### config.mk
export PLATFORM = sky130hd
export DESIGN_NAME = stump_control_flat
export DESIGN_NICKNAME = d
export VERILOG_FILES = /design/src/rtl/stump_pkg.sv /design/src/rtl/stump_control_if.sv /design/src/rtl/stump_cond_eval.sv /design/src/rtl/stump_control.sv /design/src/flat_wrapper.sv
export SDC_FILE = /design/constraint.sdc
export NUM_CORES = 1
export LEC_CHECK = 0
export BUFFER_PORTS_ARGS = -buffer_cell sky130_fd_sc_hd__buf_2
export CAP_MARGIN = 20
export CORE_UTILIZATION = 40
export CTS_CLUSTER_DIAMETER = 30
export DETAILED_ROUTE_END_ITERATION = 16
export PLACE_DENSITY_LB_ADDON = 0.08
export SYNTH_ARGS = -nofsm -noshare
export SYNTH_HDL_FRONTEND = slang
export SYNTH_HIERARCHICAL = 1
export SYNTH_SLANG_ARGS = --single-unit
### constraint.sdc
create_clock -name clk -period 1.9 [get_ports clk]
set_clock_uncertainty 0.15 [all_clocks]
set_input_delay 0.38 -clock clk [delete_from_list [all_inputs] [get_ports clk]]
set_output_delay 0.38 -clock clk [all_outputs]
set_load 0.1 [all_outputs]
### src/rtl/stump_pkg.sv
// Shared definitions for the Stump control unit.
// Contents: opcode constants, FSM state encodings, branch condition codes,
// operand-B and write-back source encodings, and flag bit positions.
package stump_pkg;

   // Opcodes, ir[15:13]
   localparam logic [2:0] OP_ADD = 3'b000;
   localparam logic [2:0] OP_ADC = 3'b001;
   localparam logic [2:0] OP_SUB = 3'b010;
   localparam logic [2:0] OP_SBC = 3'b011;
   localparam logic [2:0] OP_AND = 3'b100;
   localparam logic [2:0] OP_OR  = 3'b101;
   localparam logic [2:0] OP_LDST = 3'b110;
   localparam logic [2:0] OP_BCC = 3'b111;

   typedef enum logic [1:0] {
      ST_FETCH   = 2'b00,
      ST_EXECUTE = 2'b01,
      ST_MEMORY  = 2'b10,
      ST_ILLEGAL = 2'b11
   } state_t;

   // Branch conditions, ir[11:8]
   localparam logic [3:0] COND_AL = 4'h0;
   localparam logic [3:0] COND_NV = 4'h1;
   localparam logic [3:0] COND_HI = 4'h2;
   localparam logic [3:0] COND_LS = 4'h3;
   localparam logic [3:0] COND_CC = 4'h4;
   localparam logic [3:0] COND_CS = 4'h5;
   localparam logic [3:0] COND_NE = 4'h6;
   localparam logic [3:0] COND_EQ = 4'h7;
   localparam logic [3:0] COND_VC = 4'h8;
   localparam logic [3:0] COND_VS = 4'h9;
   localparam logic [3:0] COND_PL = 4'hA;
   localparam logic [3:0] COND_MI = 4'hB;
   localparam logic [3:0] COND_GE = 4'hC;
   localparam logic [3:0] COND_LT = 4'hD;
   localparam logic [3:0] COND_GT = 4'hE;
   localparam logic [3:0] COND_LE = 4'hF;

   // Operand-B source
   localparam logic [1:0] OPB_REG   = 2'b00;
   localparam logic [1:0] OPB_IMM5  = 2'b01;
   localparam logic [1:0] OPB_IMM8  = 2'b10;
   localparam logic [1:0] OPB_ONE   = 2'b11;

   // Write-back source
   localparam logic WB_ALU = 1'b0;
   localparam logic WB_MEM = 1'b1;

   // Flag bit positions within {N,Z,V,C}
   localparam int FLAG_N = 3;
   localparam int FLAG_Z = 2;
   localparam int FLAG_V = 1;
   localparam int FLAG_C = 0;

endpackage

### src/rtl/stump_control_if.sv
// Bus between the Stump control unit and its datapath.
// slave  : control-unit side (receives mem_data/alu_flags, drives controls)
// master : datapath side (drives mem_data/alu_flags, receives controls)
interface stump_control_if;
   logic [15:0] mem_data;
   logic [3:0]  alu_flags;
   logic [1:0]  state;
   logic [15:0] ir;
   logic [3:0]  cc;
   logic [2:0]  func;
   logic [1:0]  opb_sel;
   logic [1:0]  shift_op;
   logic [2:0]  srcA;
   logic [2:0]  srcB;
   logic [2:0]  dest;
   logic        reg_write;
   logic        wb_sel;
   logic        addr_en;
   logic        addr_sel;
   logic        mem_ren;
   logic        mem_wen;

   modport slave (
      input  mem_data, alu_flags,
      output state, ir, cc, func, opb_sel, shift_op, srcA, srcB, dest,
             reg_write, wb_sel, addr_en, addr_sel, mem_ren, mem_wen
   );

   modport master (
      output mem_data, alu_flags,
      input  state, ir, cc, func, opb_sel, shift_op, srcA, srcB, dest,
             reg_write, wb_sel, addr_en, addr_sel, mem_ren, mem_wen
   );
endinterface

### src/rtl/stump_cond_eval.sv
// Branch condition evaluator (combinational).
// Ports: cond[3:0] branch condition field, cc[3:0] flags {N,Z,V,C},
//        taken = 1 when the condition holds.
module stump_cond_eval
   import stump_pkg::*;
(
   input  logic [3:0] cond,
   input  logic [3:0] cc,
   output logic       taken
);
   logic n, z, v, c;
   assign n = cc[FLAG_N];
   assign z = cc[FLAG_Z];
   assign v = cc[FLAG_V];
   assign c = cc[FLAG_C];

   always_comb begin
      taken = 1'b0;
      case (cond)
         COND_AL: taken = 1'b1;
         COND_NV: taken = 1'b0;
         COND_HI: taken = ~c & ~z;
         COND_LS: taken = c | z;
         COND_CC: taken = ~c;
         COND_CS: taken = c;
         COND_NE: taken = ~z;
         COND_EQ: taken = z;
         COND_VC: taken = ~v;
         COND_VS: taken = v;
         COND_PL: taken = ~n;
         COND_MI: taken = n;
         COND_GE: taken = (n == v);
         COND_LT: taken = (n != v);
         COND_GT: taken = ~z & (n == v);
         COND_LE: taken = z | (n != v);
         default: taken = 1'b0;
      endcase
   end
endmodule

### src/rtl/stump_control.sv
// Stump control unit: FETCH/EXECUTE/MEMORY sequencer holding IR and CC.
// Ports: clk, rst (synchronous, active high), bus (slave modport):
//   in  mem_data, alu_flags
//   out state, ir, cc, func, opb_sel, shift_op, srcA, srcB, dest,
//       reg_write, wb_sel, addr_en, addr_sel, mem_ren, mem_wen
// All control outputs are decoded combinationally from state and IR.
module stump_control
   import stump_pkg::*;
#(
   parameter logic [2:0] PC_REG = 3'd7
)(
   input  logic           clk,
   input  logic           rst,
   stump_control_if.slave bus
);
   state_t      state_q, state_d;
   logic [15:0] ir_q, ir_d;
   logic [3:0]  cc_q, cc_d;
   logic        taken;

   logic [2:0] opcode;
   logic       imm_type;
   logic       s_bit;
   logic       is_alu;
   assign opcode   = ir_q[15:13];
   assign imm_type = ir_q[12];
   assign s_bit    = ir_q[11];
   // Opcodes 000..101 are the plain ALU operations
   assign is_alu   = (opcode <= OP_OR);

   stump_cond_eval u_cond_eval (
      .cond  (ir_q[11:8]),
      .cc    (cc_q),
      .taken (taken)
   );

   // State register
   always_ff @(posedge clk) begin
      if (rst) begin
         state_q <= ST_FETCH;
         ir_q    <= '0;
         cc_q    <= '0;
      end else begin
         state_q <= state_d;
         ir_q    <= ir_d;
         cc_q    <= cc_d;
      end
   end

   // Next-state logic (including IR/CC capture)
   always_comb begin
      state_d = ST_FETCH;
      ir_d    = ir_q;
      cc_d    = cc_q;
      case (state_q)
         ST_FETCH: begin
            ir_d    = bus.mem_data;
            state_d = ST_EXECUTE;
         end
         ST_EXECUTE: begin
            if (is_alu && s_bit)
               cc_d = bus.alu_flags;
            state_d = (opcode == OP_LDST) ? ST_MEMORY : ST_FETCH;
         end
         ST_MEMORY: state_d = ST_FETCH;
         default:   state_d = ST_FETCH;
      endcase
   end

   // Output decode
   always_comb begin
      bus.func      = OP_ADD;
      bus.opb_sel   = OPB_REG;
      bus.shift_op  = 2'b00;
      bus.srcA      = ir_q[7:5];
      bus.srcB      = ir_q[4:2];
      bus.dest      = ir_q[10:8];
      bus.reg_write = 1'b0;
      bus.wb_sel    = WB_ALU;
      bus.addr_en   = 1'b0;
      bus.addr_sel  = 1'b0;
      bus.mem_ren   = 1'b0;
      bus.mem_wen   = 1'b0;
      case (state_q)
         ST_FETCH: begin
            // Instruction read from PC while the ALU computes PC + 1
            bus.mem_ren   = 1'b1;
            bus.srcA      = PC_REG;
            bus.dest      = PC_REG;
            bus.opb_sel   = OPB_ONE;
            bus.reg_write = 1'b1;
         end
         ST_EXECUTE: begin
            if (opcode == OP_BCC) begin
               bus.srcA      = PC_REG;
               bus.dest      = PC_REG;
               bus.opb_sel   = OPB_IMM8;
               bus.reg_write = taken;
            end else begin
               bus.opb_sel = imm_type ? OPB_IMM5 : OPB_REG;
               if (is_alu) begin
                  bus.func      = opcode;
                  bus.reg_write = 1'b1;
                  if (!imm_type)
                     bus.shift_op = ir_q[1:0];
               end else begin
                  // LD/ST: effective address goes to the address register
                  bus.addr_en = 1'b1;
               end
            end
         end
         ST_MEMORY: begin
            bus.addr_sel = 1'b1;
            if (!s_bit) begin
               bus.mem_ren   = 1'b1;
               bus.reg_write = 1'b1;
               bus.wb_sel    = WB_MEM;
            end else begin
               // Store data is read out through port A
               bus.mem_wen = 1'b1;
               bus.srcA    = ir_q[10:8];
            end
         end
         default: ;
      endcase
   end

   assign bus.state = state_q;
   assign bus.ir    = ir_q;
   assign bus.cc    = cc_q;

endmodule
### src/flat_wrapper.sv
// flat-port wrapper written by rule: the top's interface ports become plain ports
module stump_control_flat import stump_pkg::*;
#(
   parameter logic [2:0] PC_REG = 3'd7
)
  (clk, rst, bus_mem_data, bus_alu_flags, bus_state, bus_ir, bus_cc, bus_func, bus_opb_sel, bus_shift_op, bus_srcA, bus_srcB, bus_dest, bus_reg_write, bus_wb_sel, bus_addr_en, bus_addr_sel, bus_mem_ren, bus_mem_wen);
  stump_control_if bus_i ();
  input  logic clk;
  input  logic rst;
  input wire logic [$bits(bus_i.mem_data)-1:0] bus_mem_data;
  input wire logic [$bits(bus_i.alu_flags)-1:0] bus_alu_flags;
  output wire logic [$bits(bus_i.state)-1:0] bus_state;
  output wire logic [$bits(bus_i.ir)-1:0] bus_ir;
  output wire logic [$bits(bus_i.cc)-1:0] bus_cc;
  output wire logic [$bits(bus_i.func)-1:0] bus_func;
  output wire logic [$bits(bus_i.opb_sel)-1:0] bus_opb_sel;
  output wire logic [$bits(bus_i.shift_op)-1:0] bus_shift_op;
  output wire logic [$bits(bus_i.srcA)-1:0] bus_srcA;
  output wire logic [$bits(bus_i.srcB)-1:0] bus_srcB;
  output wire logic [$bits(bus_i.dest)-1:0] bus_dest;
  output wire logic [$bits(bus_i.reg_write)-1:0] bus_reg_write;
  output wire logic [$bits(bus_i.wb_sel)-1:0] bus_wb_sel;
  output wire logic [$bits(bus_i.addr_en)-1:0] bus_addr_en;
  output wire logic [$bits(bus_i.addr_sel)-1:0] bus_addr_sel;
  output wire logic [$bits(bus_i.mem_ren)-1:0] bus_mem_ren;
  output wire logic [$bits(bus_i.mem_wen)-1:0] bus_mem_wen;
  assign bus_i.mem_data = bus_mem_data;
  assign bus_i.alu_flags = bus_alu_flags;
  assign bus_state = bus_i.state;
  assign bus_ir = bus_i.ir;
  assign bus_cc = bus_i.cc;
  assign bus_func = bus_i.func;
  assign bus_opb_sel = bus_i.opb_sel;
  assign bus_shift_op = bus_i.shift_op;
  assign bus_srcA = bus_i.srcA;
  assign bus_srcB = bus_i.srcB;
  assign bus_dest = bus_i.dest;
  assign bus_reg_write = bus_i.reg_write;
  assign bus_wb_sel = bus_i.wb_sel;
  assign bus_addr_en = bus_i.addr_en;
  assign bus_addr_sel = bus_i.addr_sel;
  assign bus_mem_ren = bus_i.mem_ren;
  assign bus_mem_wen = bus_i.mem_wen;
  stump_control #(.PC_REG(PC_REG)) u_core (.clk(clk), .rst(rst), .bus(bus_i));
endmodule
==> impl_metrics.tcl <==
set metrics [dict create \
    status "finished with violations" \
    violations "design-rule violations, negative setup slack" \
    clk_pin_slew_ps 120 \
    critPathRequiredTime_ps 1370 \
    cts-htree-levels 1 \
    area_growth_pct 90.6 \
    fin_util_pct 83.2 \
    post_drt_wl_per_cell_um 15.4 \
    synth_area_leaders "dfxtp_1 35%, nand2_1 12%, a21oi_1 8.8%" \
    core_area_sq_um 2850 \
    multi_input_area_sq_um 895 \
    place_inst 252 \
    ys_seq_area_share_pct 35.3 \
    critPathKind "flip-flop to primary output" \
    synth_largest_area_cell "dfxtp_1" \
    die_h_um 57.8 \
    hold_path.class "input pin to flip-flop" \
    tightest_slew_ps 601 \
    final_hold_viol_count 0 \
    initial_core_util_pct 43.7 \
    clock-sinks 22 \
    cts_made_buffers 3 \
    ant_nets 0 \
    fin_crit_sh_pct 137 \
    cts-root-buf "clkbuf_4" \
    synth_cell_types 35 \
    dr.pass1.iters 10 \
    syn_avg_cell_area_sq_um 8.15 \
    cap_viol_max_count 0 \
    fin_nets 267 \
    hold-path-endpoint "u_core/bus.ir[14]" \
    slew_headroom_pct 59.9 \
    grt_antenna_before_repair 0 \
    finalSetupTns_ps -1630 \
    grt-ovfl-total 0 \
    ys_ff_latch 22 \
    ioPinCount 66 \
    rsz0062_at_grt "true" \
    leakage_nw 1.07 \
    yosysWarnings 6 \
    cp-start-kind "flip-flop" \
    register_area_sq_um 488 \
    setup_violations 15 \
    vdd_drop_max_v 0.000547 \
    rows 19 \
    viasPerCell 5.29 \
    hold_ws_ps 137 \
    io_buffers 65 \
    grt_max_degree 27 \
    gp_congestion 0.793 \
    grt_pass1_wl_mm 6.63 \
    rrSetupSlack_ps 150 \
    insertion_delay_ps 300 \
    clock.fmax_mhz 383 \
    r2r-end "u_core/bus.ir[0]" \
    crit_fanout 2 \
    diodes 0 \
    nFillCells 169 \
    die-area_sq_um 3340 \
    worstRegToRegCells 6 \
    detailroute.via_count 1454 \
    setup_ws_ps -712 \
    drtIter0Drc 59 \
    groute.usage.overall_pct 25.9 \
    worstHoldPathCells 3 \
    drive_gt1_share_pct 61.9 \
    slew_violations 0 \
    ctsHoldBuffers 0 \
    yosysTopAreaCellShare_pct 35.3 \
    drc 2 \
    r2r-start "u_core/bus.state[1]" \
    synthesis.nets 175 \
    min_from "bus_mem_data[14]" \
    worstPathArrival_ps 2080 \
    die_x_um 57.8 \
    wirelength_mm 4.25 \
    cts_tree "built" \
    grt_pass1_vias 1419 \
    cp-end-kind "primary output" \
    period_minus_slack_ps 2610 \
    power.density_nw_per_um2 638 \
    fin_cells 275 \
    synthCells 153 \
    dpl.hpwl_mm 2.87 \
    netlist_area_sq_um 1250 \
    cts_buffer_depth 2 \
]
stage by stage:
| step | instance area, sq um | total power, W | setup WS (ps) |
|---|---|---|---|
| floorplan | 1460 | 0.00108 | -613 |
| global placement | 2090 | 0.00124 | -362 |
| detailed placement | 2090 | 0.00125 | -487 |
| CTS | 2350 | 0.00151 | -735 |
| global route | 2370 | 0.00157 | -787 |
| finish | 2370 | 0.00151 | -712 |
power breakdown:
group / leakage (nW) / internal, W / switching, W
combinational: 0.859 / 0.000236 / 0.000541
sequential: 0.191 / 0.000484 / 0.0000339
clock: 0.0154 / 0.0000766 / 0.000143
total: 1.07 / 0.000797 / 0.000717
worst max-delay path by stage:
stage,startpoint,endpoint,depth (start not counted)
final,u_core/bus.cc[3],bus_reg_write,7
after global routing,u_core/bus.cc[3],bus_reg_write,7
after CTS,u_core/bus.cc[3],bus_reg_write,7
after detailed placement,u_core/bus.cc[3],bus_reg_write,7
after global placement,u_core/bus.cc[3],bus_reg_write,7
after floorplan,u_core/bus.ir[8],bus_reg_write,7
critical path, stage by stage (launching register included):
cell and delay, ps:
dfxtp_4 370, xnor3_1 390, a221o_1 330, a21oi_2 130, o22ai_1 100, a21oi_2 200, o21bai_4 100, buf_12 170
synthesized netlist by cell type:
cell      count
nor3_1        1
mux2i_1       6
buf_6         5
buf_4         3
nor3b_1       4
nor4_1        1
o22a_1        3
nand3b_1      1
inv_1         4
and2b_1       1
nor2b_1       2
buf_8         1
a221o_1       1
and3_1        1
nor2_4        1
nand3_1       1
o22ai_1       2
a211oi_1      2
dfxtp_1      22
buf_2         3
or2_1         1
a21oi_1      22
xnor2_1       1
nand2b_1      9
nor2_1        2
nand2_1      39
nor2b_4       1
xnor3_1       1
a221oi_1      1
xor2_1        4
o21bai_1      1
o21ai_0       1
and3_4        1
or2_2         3
a41oi_1       1
sequential cells by signal, indices dropped and copies added, names as in the netlist:
| register | flops |
|---|---|
| u_core/bus.ir | 16 |
| u_core/bus.cc | 4 |
| u_core/bus.state | 2 |
layout make-up:
type	instances	area share (%)
clock inverters	1	0.158
well taps	31	1.63
repair buffers	99	38.3
clock buffers	3	0.948
inverters	4	0.790
flip-flops and latches	22	20.5
multi-input cells	115	37.7
cells in the final DEF, fill, tap and decap left out, types with 4 or more instances in the layout:
master,Yosys,layout
a21oi_1,22,17
buf_12,0,19
buf_2,3,44
buf_4,3,25
buf_6,5,10
clkbuf_4,0,4
dfxtp_1,22,4
dfxtp_2,0,8
dfxtp_4,0,10
mux2i_1,6,6
nand2_1,39,36
nand2b_1,9,8
nor3b_4,0,4
xor2_1,4,4
metal layers:
metal | GRT usage, % | share of wire [%] | up-vias
li1 | - | - | 695
met1 | 31.4 | 40 | 686
met2 | 45.0 | 52 | 65
met3 | 4.46 | 5.0 | 8
met4 | 10.9 | 2.2 | 0
met5 | 0 | 0 | -
logic make-up after synthesis:
| kind of cell | share of synthesized area, % |
|---|---|
| and+or+nand+nor | 28.2 |
| AOI/OAI and AO/OA | 16.4 |
| xor gates and xnor gates | 5.32 |
| DFF | 35.3 |
| muxes | 4.82 |
| buffers and inverters | 9.94 |
repair_timing:
item | CTS | global route
resized for setup | 25 | 3
pin swaps | 11 | 3
setup endpoints to repair | 18 | 18
buffers inserted | 17 | 2
Note: power is estimated with default switching activity, not from simulation.
